==> src/rtl/alu_seq_pkg.sv <==
// Shared types and constants for the ALU byte sequencer.
// States, uio bit positions and the default host-idle timeout.
package alu_seq_pkg;

    typedef enum logic [2:0] {
        LOAD_A,
        LOAD_B,
        LOAD_OP,
        EXEC,
        PRESENT
    } state_e;

    localparam int STRB_BIT  = 0;
    localparam int ACK_BIT   = 1;
    localparam int RDY_BIT   = 0;
    localparam int VALID_BIT = 1;
    localparam int TO_BIT    = 4;

    localparam int unsigned DEF_TIMEOUT_CYCLES = 255;

    // EXEC and PRESENT share code 3; res_valid tells them apart.
    function automatic logic [1:0] state_code(input state_e s);
        logic [1:0] c;
        c = 2'd3;
        if (s == LOAD_A)  c = 2'd0;
        if (s == LOAD_B)  c = 2'd1;
        if (s == LOAD_OP) c = 2'd2;
        return c;
    endfunction

endpackage

==> src/rtl/alu_seq_edge.sv <==
// Registered rising-edge detector; the history flop holds while ena is low.
module alu_seq_edge (
    input  logic clk,
    input  logic rst,
    input  logic ena,
    input  logic sig,
    output logic rise
);

    logic sig_q;
    logic sig_d;

    always_comb begin
        sig_d = sig_q;
        if (ena) sig_d = sig;
    end

    always_ff @(posedge clk or posedge rst) begin
        if (rst) sig_q <= 1'b0;
        else     sig_q <= sig_d;
    end

    assign rise = sig & ~sig_q;

endmodule

==> src/rtl/alu_byte_sequencer.sv <==
// Loads A, B and op bytes from the host, runs one ALU cycle, presents the result.
// Optional host-idle abort is built when ALU_SEQ_TIMEOUT_EN is defined.
module alu_byte_sequencer
    import alu_seq_pkg::*;
#(
    parameter int unsigned TIMEOUT_CYCLES = DEF_TIMEOUT_CYCLES
) (
    input  logic       clk,
    input  logic       rst,
    input  logic       ena,
    input  logic [7:0] ui_in,
    input  logic [7:0] uio_in,
    output logic [7:0] uo_out,
    output logic [7:0] uio_out,
    output logic [7:0] uio_oe,
    output logic [7:0] alu_a,
    output logic [7:0] alu_b,
    output logic [1:0] alu_s,
    input  logic [7:0] alu_result
);

    state_e     state_q, state_d, fsm_next;
    logic [7:0] a_q, a_d;
    logic [7:0] b_q, b_d;
    logic [1:0] s_q, s_d;
    logic [7:0] res_q, res_d;
    logic       strb_ev, ack_ev;
    logic       rdy, valid, accept, to_flag;
    logic       unused_in;

    alu_seq_edge u_strb_edge (
        .clk  (clk),
        .rst  (rst),
        .ena  (ena),
        .sig  (uio_in[STRB_BIT]),
        .rise (strb_ev)
    );

    alu_seq_edge u_ack_edge (
        .clk  (clk),
        .rst  (rst),
        .ena  (ena),
        .sig  (uio_in[ACK_BIT]),
        .rise (ack_ev)
    );

    assign rdy    = state_q inside {LOAD_A, LOAD_B, LOAD_OP};
    assign valid  = state_q == PRESENT;
    assign accept = (rdy && strb_ev) || (valid && ack_ev);

    always_comb begin
        fsm_next = state_q;
        a_d      = a_q;
        b_d      = b_q;
        s_d      = s_q;
        res_d    = res_q;
        if (ena) begin
            unique case (state_q)
                LOAD_A: if (strb_ev) begin
                    a_d      = ui_in;
                    fsm_next = LOAD_B;
                end
                LOAD_B: if (strb_ev) begin
                    b_d      = ui_in;
                    fsm_next = LOAD_OP;
                end
                LOAD_OP: if (strb_ev) begin
                    s_d      = ui_in[1:0];
                    fsm_next = EXEC;
                end
                EXEC: begin
                    res_d    = alu_result;
                    fsm_next = PRESENT;
                end
                PRESENT: if (ack_ev) fsm_next = LOAD_A;
                default: fsm_next = LOAD_A;
            endcase
        end
    end

`ifdef ALU_SEQ_TIMEOUT_EN
    localparam logic [7:0] TO_LAST = 8'(TIMEOUT_CYCLES - 1);

    logic [7:0] cnt_q, cnt_d;
    logic       to_q, to_d;
    logic       waiting;

    assign waiting = state_q inside {LOAD_B, LOAD_OP, PRESENT};

    // Timeout overrides the FSM only when no event was accepted.
    always_comb begin
        state_d = fsm_next;
        cnt_d   = cnt_q;
        to_d    = to_q;
        if (ena) begin
            if (strb_ev) to_d = 1'b0;
            if (!waiting || accept) begin
                cnt_d = '0;
            end else if (cnt_q == TO_LAST) begin
                cnt_d   = '0;
                to_d    = 1'b1;
                state_d = LOAD_A;
            end else begin
                cnt_d = cnt_q + 8'd1;
            end
        end
    end

    always_ff @(posedge clk or posedge rst) begin
        if (rst) begin
            cnt_q <= '0;
            to_q  <= 1'b0;
        end else begin
            cnt_q <= cnt_d;
            to_q  <= to_d;
        end
    end

    assign to_flag   = to_q;
    assign unused_in = ^uio_in[7:2];
`else
    assign state_d   = fsm_next;
    assign to_flag   = 1'b0;
    assign unused_in = ^{uio_in[7:2], 8'(TIMEOUT_CYCLES)};
`endif

    always_ff @(posedge clk or posedge rst) begin
        if (rst) begin
            state_q <= LOAD_A;
            a_q     <= '0;
            b_q     <= '0;
            s_q     <= '0;
            res_q   <= '0;
        end else begin
            state_q <= state_d;
            a_q     <= a_d;
            b_q     <= b_d;
            s_q     <= s_d;
            res_q   <= res_d;
        end
    end

    always_comb begin
        uio_out            = '0;
        uio_out[RDY_BIT]   = rdy;
        uio_out[VALID_BIT] = valid;
        uio_out[3:2]       = state_code(state_q);
        uio_out[TO_BIT]    = to_flag;
    end

    assign uio_oe = 8'h1F;
    assign uo_out = res_q;
    assign alu_a  = a_q;
    assign alu_b  = b_q;
    assign alu_s  = s_q;

endmodule

==> config.mk <==
export PLATFORM = sky130hd
export DESIGN_NAME = alu_byte_sequencer
export DESIGN_NICKNAME = d
export VERILOG_FILES = /design/src/rtl/alu_seq_pkg.sv /design/src/rtl/alu_seq_edge.sv /design/src/rtl/alu_byte_sequencer.sv
export SDC_FILE = /design/constraint.sdc
export NUM_CORES = 1
export LEC_CHECK = 0
export ABC_AREA = 0
export BUFFER_PORTS_ARGS = -buffer_cell sky130_fd_sc_hd__buf_2
export CAP_MARGIN = 20
export CORE_MARGIN = 2
export CORE_UTILIZATION = 30
export DETAILED_ROUTE_END_ITERATION = 8
export GPL_ROUTABILITY_DRIVEN = 0
export PLACE_DENSITY = 0.55
export SYNTH_ARGS = -nofsm -noshare
export SYNTH_HDL_FRONTEND = slang
export SYNTH_SLANG_ARGS = --single-unit
==> constraint.sdc <==
create_clock -name clk -period 2 [get_ports clk]
set_input_delay 0.5 -clock clk [delete_from_list [all_inputs] [get_ports clk]]
set_output_delay 0.5 -clock clk [all_outputs]
set_load 0.01 [all_outputs]
# --- After elaboration in Yosys (flattened, before gate mapping) ---
# Cells that the tools add are included.
word_totals:
  inputBits: 27
  wordCells: 34
  output_inout_bits: 42
  ff_bits: 31
classes:
  n_bitwise: 4
  eq_ne: 8
  n_mux: 8
  reduce_logical: 7
ops:
  columns: ["op", "count"]
  rows:
  - ["$pmux 3 s5", 1]
  - ["$mux 3", 4]
  - ["$reduce_and 3->1", 3]
  - ["$ne 2x2->1 const B", 4]
  - ["$eq 3x2->1 const B", 2]
  - ["$mux 2", 3]
  - ["$reduce_and 5->1", 1]
  - ["$eq 3x1->1 const B", 1]
  - ["$eq 3x3->1 const B", 1]
  - ["$logic_not 3->1", 1]
  - ["$reduce_bool 3->1", 1]
  - ["$and 1x1->1", 2]
  - ["$not 1->1", 2]
  - ["$reduce_and 2->1", 1]

# --- Longest topological paths before layout ---
logic_depth:
  word_depth: 4
  ltp_mapped: 5
  depth_no_buf: 3

# --- Cells and area by module ---
# From an unflattened synthesis, not the netlist that was laid out.
hier_totals:
  cells_unflattened: 101
  area_unflattened_um2: 1386.3
by_module_without_submodules:
  columns: ["module", "n_inst", "seq_area_each_um2", "area_each_um2", "cells_each"]
  rows:
  - ["alu_byte_sequencer", 1, 725.7, 1286.2, 93]
  - ["alu_seq_edge", 2, 25.0, 50.0, 4]

# --- Worst setup path after synthesis ---
# No wires, ideal clock.
synth_timing:
  kind: "input-to-reg"
  startpoint: "input ena"
  endpoint: "register b_q[0], in the netlist alu_b[0]"
  path_buffers: 1
  arrival_time_ns: 1.554
  setup_ns: 0.125
  path_stages: 4
  path_slack_ns: 0.321
  required_ns: 1.875
  path_cell_list: "clkbuf_1 -> nand2_1 -> nor3b_4 -> mux2_2"
synth_via:
  elab_chain_len: 1
synth_rtl:
  columns: ["item", "line", "rtl"]
  rows:
  - ["start, declared", "alu_byte_sequencer.sv:10", "input logic ena,"]
  - ["$reduce_and 3->1 (no source line)", null, null]
  - ["end signal, assigned", "alu_byte_sequencer.sv:131", "b_q <= '0;"]
  - ["end signal, assigned", "alu_byte_sequencer.sv:137", "b_q <= b_d;"]
  - ["end, declared", "alu_byte_sequencer.sv:24", "logic [7:0] b_q, b_d;"]
# No other way between the ends.
# A chain may end at the register's enable or synchronous reset.

# --- Final worst setup path ---
layout_timing:
  startpoint: "register state_q[0]"
  endpoint: "output uio_out[2]"
layout_via:
  elab_chain_len: 4
  word_cells_on_any_way: 6
  classes_between: "eq/ne (2); mux (3); reduce/logical (1)"
layout_rtl:
  columns: ["item", "line", "rtl"]
  rows:
  - ["start, declared", "alu_byte_sequencer.sv:22", "state_e state_q, state_d, fsm_next;"]
  - ["start signal, assigned", "alu_byte_sequencer.sv:135", "state_q <= state_d;"]
  - ["$logic_not 3->1", "alu_seq_pkg.sv:25", "if (s == LOAD_A) c = 2'd0;"]
  - ["$mux 2", "alu_seq_pkg.sv:25", null]
  - ["$mux 2", "alu_seq_pkg.sv:26", "if (s == LOAD_B) c = 2'd1;"]
  - ["$mux 2 *", "alu_seq_pkg.sv:27", "if (s == LOAD_OP) c = 2'd2;"]
  - ["end, declared", "alu_byte_sequencer.sv:14", "output logic [7:0] uio_out,"]
# Mark *: on every way between the ends. The rest lies on a longest branch, timed or not.

==> out/results.txt <==
Post-CTS Setup Bufs = 0
htree depth = 2
Wirelength per Cell = 12.86 um
xor/xnor share of the synthesized area = 0
# diodes = 0
Port-buffer cells = 50
Setup Skew = 0.002827 ns
initial drt markers = 50
Clock Tree Root = clkbuf_8
Synth Warn # = 0
placed cells = 198
final wirelength = 2649 um
critical path data required time = 1.50 ns
unrepaired setup endpoints after global routing = false
initial antenna violation count = 0
Yosys reg bits = 31
largest net degree at the start of global routing = 17
Cells after Synth = 100
Synth area leaders = dfrtp_1, mux2_2, buf_4
Synth top area share = 0.5709
Worst Hold Class = primary input to asynchronous set/reset pin
largest family of logic cells by synthesized area = multiplexers
top cell type by total area after synthesis = dfrtp_1
Seq/Total Area, Yosys = 0.5709
Adder-Cell Fraction of Synth Area = 0
worst skew pair latency = 0.27 ns
Post-route DRC = 0
Power Total = 2480 uW
Tot GR Track Use = 0.1170
setup ws final = 0.2984 ns
status = completed
Starting Density = 0.3121
Clock Sinks = 31
Max Cap Viol = 0
Die Ht = 71.30 um
number of hold buffers added after CTS = 0
Post-Syn Area = 1359 um2
syn avg cell area = 13.59 um2
CP startpoint kind = flop
crit path DAT = 1.20 ns
via count of the first global-routing pass = 960
hpwl dp = 2050 um
first-pass GRT wire length = 4567 um
io pins = 69
Non-Filler Instances = 206
clk slew on worst S/H paths = 0.06 ns
crit path kind = flop to output port
multiplexer area fraction after synthesis = 0.2320
minimum clock period = 1.702 ns
die width = 71.30 um
simple-gate share of the synthesized area = 0.06630
CTS Buffer Depth = 2
Setup violations, final = 0
Critical Path Sink Type = output port
Final ANT Viol Nets = 0
worst-case vdd ir drop = 0.0005181 V
TritonCTS Buffers = 5
final worst path period share = 0.8508
Final Max Tran Viols = 0
Setup WS pre-CTS = 0.3385 ns
grt total ovfl = 0
P_leak = 0.0008915 uW
CTS tree = done
f_max = 587.7 MHz
Vias/cell = 4.427
share of post-route cells with drive strength above 1 = 0.5974
Die ar. = 5084 um2
drt pass-1 iters = 4
Final Hold Fails = 0
nets = 180
Resize count post-CTS = 0
Vias = 912
Synth Area in Compound Gates = 0.02947
Netlist cell types = 21
Core Area = 4354 um2
Critical Path Fanout Max = 8
Pwr Density = 1443 nW/um2
area delta synth->final = 26.52%
# rows = 24
final setup TNS = 0 ns
## worst max-delay path: stages (launching register included)
cell and delay [ns]:
dfrtp_1 0.45, or2_2 0.33, buf_2 0.15
## metal layers
| metal | GRT usage | vias up | wire length (um) |
|---|---|---|---|
| met3 | 0.04641 | 3 | 182 |
| met5 | 0 | - | 0 |
| li1 | - | 424 | - |
| met1 | 0.1381 | 451 | 1040 |
| met4 | 0.03774 | 0 | 32 |
| met2 | 0.1955 | 34 | 1393 |
## layout make-up
cell class	instances	area (um2)
Sequential cell	31	775.7
Fill cell	414	2635
Inverter	2	7.507
Tap cell	52	65.06
Clock buffer	8	100.1
Timing Repair Buffer	54	280.3
Multi-Input combinational cell	59	490.5
## cells in the final DEF, fill, tap and decap left out, drive strengths merged
| cell type | netlist | layout |
|---|---|---|
| dfrtp | 31 | 31 |
| o21ai | 2 | 2 |
| a21oi | 1 | 1 |
| o31a | 1 | 1 |
| a22o | 1 | 1 |
| buf | 16 | 54 |
| nor3b | 1 | 1 |
| nand3 | 1 | 1 |
| a21o | 1 | 1 |
| nand2b | 1 | 1 |
| clkbuf | 2 | 8 |
| or2 | 2 | 2 |
| nor3 | 1 | 1 |
| inv | 2 | 2 |
| conb | 2 | 12 |
| and4bb | 1 | 1 |
| nand2 | 3 | 3 |
| nor2b | 3 | 3 |
| mux2 | 28 | 28 |
## report_power, final
group / internal [uW] / total (uW) / switching (uW)
registers: 900 / 1050 / 150
logic: 471 / 900 / 429
clock network: 314 / 530 / 216
## through the flow
step | hold WS (ns) | utilization | cell area [um2]
final | 0.2520 | 0.3948 | 1719
after global routing | 0.2549 | 0.3948 | 1719
after CTS | 0.2471 | 0.3948 | 1719
after detailed placement | 0.4894 | 0.3718 | 1619
after global placement | 0.4848 | 0.3718 | 1619
after floorplan | 0.4814 | - | 1396
## registers in the layout, indices dropped and copies added (netlist names)
register / cells
alu_a: 8
u_ack_edge.sig_q: 1
alu_s: 2
u_strb_edge.sig_q: 1
state_q: 3
alu_b: 8
uo_out: 8
## path summary, 6_finish.rpt
kind                                from          to  slack (ns)  cells past startpoint
setup / recovery              state_q[0]  uio_out[2]        0.30                      2
hold / removal                       rst    alu_s[0]        0.25                      3
setup reg to reg              state_q[1]    alu_b[6]        0.38                      4
hold reg to reg                 alu_a[4]    alu_a[4]        0.50                      1
max in group asynchronous            rst    alu_a[6]        1.56                      3
min in group clk           alu_result[2]   uo_out[2]        0.45                      2
## cell families (layout without fill, tap and decap cells)
group	Yosys count	in the layout
buffers and inverters	20	64
other	2	12
DFF	31	31
muxes	28	28
AOI/OAI and AO/OA	6	6
and+or+nand+nor	13	13
## Yosys cell counts
cell type and count:
a21o_1 1, a21oi_1 1, a22o_1 1, and4bb_2 1
buf_2 2, buf_4 14, clkbuf_1 2, conb_1 2
dfrtp_1 31, inv_1 2, mux2_2 28, nand2_1 3
nand2b_1 1, nand3_1 1, nor2b_1 3, nor3_1 1
nor3b_4 1, o21ai_0 2, o31a_1 1, or2_1 1
or2_2 1
No activity file was read; power rests on OpenSTA's default activity.
